**config.mk**
```make
export PLATFORM = sky130hd
export DESIGN_NAME = ctrl_pipe
export DESIGN_NICKNAME = d
export VERILOG_FILES = /design/src/rtl/ctrl_pipe.sv
export SDC_FILE = /design/constraint.sdc
export NUM_CORES = 1
export LEC_CHECK = 0
export CAP_MARGIN = 20
export CORE_ASPECT_RATIO = 1.75
export CORE_MARGIN = 2
export CORE_UTILIZATION = 38
export CTS_CLUSTER_DIAMETER = 60
export DETAILED_ROUTE_END_ITERATION = 10
export GPL_ROUTABILITY_DRIVEN = 0
export PLACE_DENSITY = 0.85
export SKIP_LAST_GASP = 1
export SYNTH_ARGS = -nofsm -noshare
export SYNTH_HDL_FRONTEND = slang
export SYNTH_SLANG_ARGS = --single-unit
```
**constraint.sdc**
```tcl
create_clock -name i_clk -period 1.45 [get_ports i_clk]
set_input_delay 0.29 -clock i_clk [delete_from_list [all_inputs] [get_ports i_clk]]
set_output_delay 0.29 -clock i_clk [all_outputs]
set_load 0.01 [all_outputs]
```
**src/rtl/ctrl_pipe.sv**
```systemverilog
// ctrl_pipe
// Decodes a 5-bit opcode into a control bundle (mem_re, mem_we, reg_we) and a destination
// register. The bundle then moves through DEPTH pipeline stages, where stage 0 is the youngest.
// The pipe supports three more operations:
//   - a jump flushes the leading FLUSH_DEPTH stages;
//   - a stall holds stage 0 and puts a bubble into stage 1;
//   - a combinational load-use hazard flag is raised when stage 0 holds a load whose rd is a
//     source of the incoming instruction.
// A saturating counter tracks how many cycles had a jump.
//
// Parameters:
//   DEPTH        number of control stages (1..8)
//   FLUSH_DEPTH  leading stages cleared on jump (1..DEPTH)
//   LW_WB        1: lw also asserts reg_we; 0: lw leaves reg_we low
//   REGW         register index width
//   CNTW         flush counter width
//
// Ports:
//   i_clk          clock, rising edge
//   i_rst          asynchronous active-high reset
//   i_opcode       incoming opcode
//   i_rd           incoming destination register
//   i_rs1, i_rs2   incoming source registers (hazard check only)
//   i_valid_in     incoming opcode valid; 0 decodes as a bubble
//   i_jump         flush request (overrides stall)
//   i_stall        hold request
//   o_mem_re       per-stage memory read enable, bit i = stage i
//   o_mem_we       per-stage memory write enable
//   o_reg_we       per-stage register write enable
//   o_rd_q         per-stage rd, stage i at [i*REGW +: REGW]
//   o_load_use     combinational load-use hazard
//   o_flush_cnt    saturating count of jump cycles

module ctrl_pipe #(
  parameter int unsigned DEPTH       = 3,
  parameter int unsigned FLUSH_DEPTH = 1,
  parameter int unsigned LW_WB       = 0,
  parameter int unsigned REGW        = 5,
  parameter int unsigned CNTW        = 8
) (
  input  logic                   i_clk,
  input  logic                   i_rst,
  input  logic [4:0]             i_opcode,
  input  logic [REGW-1:0]        i_rd,
  input  logic [REGW-1:0]        i_rs1,
  input  logic [REGW-1:0]        i_rs2,
  input  logic                   i_valid_in,
  input  logic                   i_jump,
  input  logic                   i_stall,
  output logic [DEPTH-1:0]       o_mem_re,
  output logic [DEPTH-1:0]       o_mem_we,
  output logic [DEPTH-1:0]       o_reg_we,
  output logic [DEPTH*REGW-1:0]  o_rd_q,
  output logic                   o_load_use,
  output logic [CNTW-1:0]        o_flush_cnt
);

  // Opcode map
  localparam logic [4:0] OpLw   = 5'b10100;
  localparam logic [4:0] OpSw   = 5'b10101;
  localparam logic [4:0] OpAlu0 = 5'b01100;
  localparam logic [4:0] OpAlu1 = 5'b01101;
  localparam logic [4:0] OpAlu2 = 5'b01110;
  localparam logic [4:0] OpAlu3 = 5'b01000;
  localparam logic [4:0] OpAlu4 = 5'b00110;
  localparam logic [4:0] OpAlu5 = 5'b01001;
  localparam logic [4:0] OpAlu6 = 5'b00101;
  localparam logic [4:0] OpAlu7 = 5'b00100;

  // Pipeline state
  logic [DEPTH-1:0]      r_mem_re;
  logic [DEPTH-1:0]      r_mem_we;
  logic [DEPTH-1:0]      r_reg_we;
  logic [DEPTH*REGW-1:0] r_rd;
  logic [CNTW-1:0]       r_flush_cnt;

  // Decoder outputs for the incoming instruction
  logic            w_dec_re;
  logic            w_dec_we;
  logic            w_dec_rw;
  logic [REGW-1:0] w_dec_rd;

  // Stage masks, fixed by parameters
  logic [DEPTH-1:0]      w_flush_mask;    // stages cleared by a jump
  logic [DEPTH*REGW-1:0] w_rd_flush_mask;
  logic [DEPTH-1:0]      w_stall_clr;     // stage 1 takes a bubble while stalled
  logic [DEPTH*REGW-1:0] w_rd_stall_clr;
  logic [DEPTH-1:0]      w_stage0;        // stage 0 holds while stalled
  logic [DEPTH*REGW-1:0] w_rd_stage0;

  // Advanced view of the pipe: every stage takes stage i-1, and stage 0 takes a bubble
  logic [DEPTH-1:0]      w_shift_re;
  logic [DEPTH-1:0]      w_shift_we;
  logic [DEPTH-1:0]      w_shift_rw;
  logic [DEPTH*REGW-1:0] w_shift_rd;

  // Decode placed at stage 0, all other stages zero
  logic [DEPTH-1:0]      w_ins_re;
  logic [DEPTH-1:0]      w_ins_we;
  logic [DEPTH-1:0]      w_ins_rw;
  logic [DEPTH*REGW-1:0] w_ins_rd;

  // Next state
  logic [DEPTH-1:0]      w_mem_re_d;
  logic [DEPTH-1:0]      w_mem_we_d;
  logic [DEPTH-1:0]      w_reg_we_d;
  logic [DEPTH*REGW-1:0] w_rd_d;
  logic [CNTW-1:0]       w_flush_cnt_d;

  logic [REGW-1:0] w_rd0;
  logic            w_cnt_max;

  // Decoder. An invalid slot becomes a bubble, and its rd is cleared too.
  always_comb begin
    w_dec_re = 1'b0;
    w_dec_we = 1'b0;
    w_dec_rw = 1'b0;
    if (i_valid_in) begin
      case (i_opcode)
        OpLw: begin
          w_dec_re = 1'b1;
          w_dec_rw = (LW_WB != 0);
        end
        OpSw: w_dec_we = 1'b1;
        OpAlu0, OpAlu1, OpAlu2, OpAlu3,
        OpAlu4, OpAlu5, OpAlu6, OpAlu7: w_dec_rw = 1'b1;
        default: ; // jal, beq and unknown opcodes carry no control
      endcase
    end
  end

  assign w_dec_rd = i_valid_in ? i_rd : '0;

  // Per-stage masks
  always_comb begin
    w_flush_mask    = '0;
    w_rd_flush_mask = '0;
    w_stall_clr     = '0;
    w_rd_stall_clr  = '0;
    w_stage0        = '0;
    w_rd_stage0     = '0;
    for (int unsigned i = 0; i < DEPTH; i++) begin
      w_flush_mask[i]                  = (i < FLUSH_DEPTH);
      w_rd_flush_mask[i*REGW +: REGW]  = {REGW{(i < FLUSH_DEPTH)}};
      w_stall_clr[i]                   = (i == 1);
      w_rd_stall_clr[i*REGW +: REGW]   = {REGW{(i == 1)}};
      w_stage0[i]                      = (i == 0);
      w_rd_stage0[i*REGW +: REGW]      = {REGW{(i == 0)}};
    end
  end

  // The shift drops stage DEPTH-1. A zero shifts into stage 0, and that zero is a bubble.
  assign w_shift_re = r_mem_re << 1;
  assign w_shift_we = r_mem_we << 1;
  assign w_shift_rw = r_reg_we << 1;
  assign w_shift_rd = r_rd << REGW;

  always_comb begin
    w_ins_re              = '0;
    w_ins_we              = '0;
    w_ins_rw              = '0;
    w_ins_rd              = '0;
    w_ins_re[0]           = w_dec_re;
    w_ins_we[0]           = w_dec_we;
    w_ins_rw[0]           = w_dec_rw;
    w_ins_rd[REGW-1:0]    = w_dec_rd;
  end

  // Next-state select in priority order: jump, then stall, then normal advance.
  always_comb begin
    w_mem_re_d = r_mem_re;
    w_mem_we_d = r_mem_we;
    w_reg_we_d = r_reg_we;
    w_rd_d     = r_rd;
    if (i_jump) begin
      // Stage FLUSH_DEPTH-1 (the jump) moves on to stage FLUSH_DEPTH; the decode is discarded
      w_mem_re_d = w_shift_re & ~w_flush_mask;
      w_mem_we_d = w_shift_we & ~w_flush_mask;
      w_reg_we_d = w_shift_rw & ~w_flush_mask;
      w_rd_d     = w_shift_rd & ~w_rd_flush_mask;
    end else if (i_stall) begin
      // Stage 0 holds. A bubble goes into stage 1, and the older stages keep draining.
      w_mem_re_d = (w_shift_re & ~w_stall_clr) | (r_mem_re & w_stage0);
      w_mem_we_d = (w_shift_we & ~w_stall_clr) | (r_mem_we & w_stage0);
      w_reg_we_d = (w_shift_rw & ~w_stall_clr) | (r_reg_we & w_stage0);
      w_rd_d     = (w_shift_rd & ~w_rd_stall_clr) | (r_rd & w_rd_stage0);
    end else begin
      w_mem_re_d = w_shift_re | w_ins_re;
      w_mem_we_d = w_shift_we | w_ins_we;
      w_reg_we_d = w_shift_rw | w_ins_rw;
      w_rd_d     = w_shift_rd | w_ins_rd;
    end
  end

  // Saturating jump counter
  assign w_cnt_max     = &r_flush_cnt;
  assign w_flush_cnt_d = (i_jump && !w_cnt_max) ? r_flush_cnt + CNTW'(1) : r_flush_cnt;

  always_ff @(posedge i_clk or posedge i_rst) begin
    if (i_rst) begin
      r_mem_re    <= '0;
      r_mem_we    <= '0;
      r_reg_we    <= '0;
      r_rd        <= '0;
      r_flush_cnt <= '0;
    end else begin
      r_mem_re    <= w_mem_re_d;
      r_mem_we    <= w_mem_we_d;
      r_reg_we    <= w_reg_we_d;
      r_rd        <= w_rd_d;
      r_flush_cnt <= w_flush_cnt_d;
    end
  end

  // Load-use: the load in stage 0 writes a register that the incoming instruction reads.
  // x0 never counts as a hazard.
  assign w_rd0      = r_rd[REGW-1:0];
  assign o_load_use = i_valid_in & r_mem_re[0] & (w_rd0 != '0) &
                      ((w_rd0 == i_rs1) | (w_rd0 == i_rs2));

  assign o_mem_re    = r_mem_re;
  assign o_mem_we    = r_mem_we;
  assign o_reg_we    = r_reg_we;
  assign o_rd_q      = r_rd;
  assign o_flush_cnt = r_flush_cnt;

endmodule

```
==> results of run 1 <==
-- kinds of logic (layout without fill, tap and decap cells) --
group,after synthesis,in the layout
and+or+nand+nor,44,44
adders and majority gates,1,1
DFF,32,32
AOI/OAI and AO/OA,14,14
xor gates and xnor gates,12,12
muxes,5,5
buffers and inverters,15,93
-- flip-flops by register name (all words and copies together) (netlist names) --
| signal | cells |
|---|---|
| o_flush_cnt | 8 |
| o_mem_re | 3 |
| o_mem_we | 3 |
| o_rd_q | 15 |
| o_reg_we | 3 |
-- worst max path at each step --
stage	to	cells past startpoint
2_1_floorplan	o_load_use	3
4_1_cts	o_load_use	4
3_3_place_gp	o_load_use	6
6_report	o_load_use	4
5_1_grt	o_load_use	4
3_5_place_dp	o_load_use	6
-- through the flow --
stage               TNS [ns]  util (%)  instance area, um^2
CTS                  -0.5519     62.42                 2220
global placement      -2.831     58.55                 2082
global route         -0.6583     64.29                 2286
floorplan           -0.03756         -                 1388
finish               -0.5332     64.29                 2286
detailed placement    -2.874     58.55                 2082
-- area by class of cell --
class	count	share of cell area (%)
clock inverter	1	1.314
timing repair buffer	81	32.84
multi-input combinational	76	23.32
sequential	32	35.14
inverter	4	0.6568
clock buffer	7	4.215
tap	46	2.518
-- power breakdown --
group / internal [mW] / switching (mW) / leakage (nW)
Sequential: 1.00 / 0.0803 / 0.428
Clock: 0.606 / 0.329 / 0.0645
Combinational: 0.471 / 0.346 / 0.755
-- layer usage --
layer  wire, um  vias to the layer above  track usage (%)  part of all wire, %
met1       1321                      559            17.87                   36
met5          0                        -                0                    0
met3        220                        6            6.452                  6.0
li1           -                      566                -                    -
met2       2036                       44            32.73                   56
met4         62                        0            7.071                  1.7
-- cell usage in the layout (no fill, tap or decap), drive strengths merged, types with 5 or more instances in the layout --
cell type and instances:
and2 8, nand3 5, clkbuf 7, xor2 7, buf 25, xnor2 5
clkdlybuf4s50 25, dlygate4sd2 23, nor2 15, nand2 6, dlymetal6s2s 7, dfrtp 32
-- what timing repair did --
item | in CTS | in global routing
gates resized for setup | 29 | 18
setup buffers | 6 | 1
hold endpoints to repair | 0 | 0
pin swaps | 2 | 5
setup endpoints to repair | 25 | 16
-- worst register-to-register path, cell delays in order (launching register included) --
cell	delay [ns]
dfrtp_1	0.36
buf_6	0.11
ha_4	0.12
nand4_1	0.16
o21ai_2	0.24
mux2_4	0.31
==> flow_summary.toml, run 1 <==
[synth]
synth_top_area_share_pct = 58.02
synth_edf_count = 0
synth.distinct_cells = 31
synth-adder-area-share_pct = 0.9066
syn_inst = 123
syn-mean-instance-area_um2 = 11.22
ys_warn_count = 0
ys_seq_area_share_pct = 58.02
synth-xor-area-share_pct = 7.616
synth_compound_area_share_pct = 7.344
synth_most_common_cell = "dfrtp_1"
synthesis.nets = 149
synthTopCellsByArea = "dfrtp_1 58%, xor2_1 4.4%, buf_4 4.4%"
synth_area_leader_cell = "dfrtp_1"
synth_top_family_by_area = "simple AND/OR/NAND/NOR gates"
synth-seq-cells = 32
ys.flop_type = "dfrtp_1"
synth_mux_area_share_pct = 3.989
yosys.area_share.simple_pct = 15.68
synth_common_cells = "32 x dfrtp_1, 15 x nor2_1, 8 x and2_1, 8 x buf_4, 7 x xor2_1"
synthesis.area_um2 = 1380
ys_async_sr_fraction_pct = 100.0

[worst_setup_path]
critPathKind = "flop to output pin"
slowest_delay_ns = 0.51
cp.arrival_ns = 1.62
cp.buffers_inverters = 1
reg2reg_from = "o_flush_cnt[0]"
critPathTopFamily = "simple AND/OR/NAND/NOR gates"
startpoint_type = "flop"
r2r_slack_ns = 0.04
crit_path_start = "o_rd_q[2]"
crit_required_ns = 1.16
crit_fanout = 3
critPathSlowestCell = "or4_1"
r2r-end = "o_flush_cnt[1]"
end_kind = "output pin"
cp_cell_sequence = "or4_1 > o211ai_1 > a21oi_1 > buf_2"
r2r_cells = 5

[clock_tree]
cts_tree = "yes"
htree_levels = 2
clockBufferDepth = 2
numCtsBuffers = 5
cts.sinks = 32
clkSlewWorstSetupHoldPaths_ns = 0.07
cts_hold_buffers = 0
root_buffer = "clkbuf_8"
clock_latency_ns = 0.29

[global_routing]
grtUsageTotal_pct = 17.99
grt_overflow = 0
antenna_found_initial = 0
grt_pass1_wl_um = 5582
grt_max_degree = 33
grt_pass1_vias = 1164

[drt]
drc = 0
ant_nets = 0
wl_per_cell_um = 14.74
wirelength_um = 3640
vias = 1175
drtPass1Iterations = 4
viasPerCell = 4.757
drt-initial-drc-count = 14

[sta]
layout_setup_ws_ns = -0.4617
fin_skew_ns = 0.007312
finalHoldViolations = 0
setup_violations = 2
grt_setup_unrepaired = "true"
worst_pin_slew_ns = 0.4123
period_share_pct = 131.8
hold-worst-slack_ns = 0.3453
slew_viol_final = 0
timing.slew.headroom_pct = 72.26
fin_crit_ns = 1.912
clock.fmax_mhz = 523.1

[cells_and_area]
fillers = 286
nets = 226
areaGrowthSynthToFinish_pct = 65.64
n_antenna_cell = 0
layoutNonFillerInstCount = 247
regArea_um2 = 803.3
drive_above_1_share_pct = 22.89
multiInputGateArea_um2 = 533.0

[floorplanning]
die_h_um = 83.72
initial_core_util_pct = 38.81
core_area_um2 = 3556
rows = 29
die_w_um = 49.56
num_io_pins = 58
die-area_um2 = 4149

[pwr]
ir_drop_uv = 1288
p_leak_nw = 1.248
p_total_mw = 2.836
p_per_area_nw_per_um2 = 1241

[worst_hold_path]
min_path_type = "input port to async pin"

[run]
maxCapViolations = 0

[place]
io_buffers = 57
dp_hpwl_um = 2561
dp.cells = 232
dp_worst_setup_slack_ns = -0.6789

[run_status]
status = "finished with violations"
violations = "setup timing"
(Power assumes the default switching activity.)
==> run 2: changes to the inputs <==
--- a/config.mk
+++ b/config.mk
@@ -9,6 +9,7 @@
 export CORE_ASPECT_RATIO = 1.75
 export CORE_MARGIN = 2
 export CORE_UTILIZATION = 38
+export CTS_BUF_LIST = sky130_fd_sc_hd__clkbuf_4 sky130_fd_sc_hd__clkbuf_8 sky130_fd_sc_hd__clkbuf_16
 export CTS_CLUSTER_DIAMETER = 60
 export DETAILED_ROUTE_END_ITERATION = 10
 export GPL_ROUTABILITY_DRIVEN = 0
==> results of run 2 <==
Final layout, timing and power as in run 1 (identical DEF).
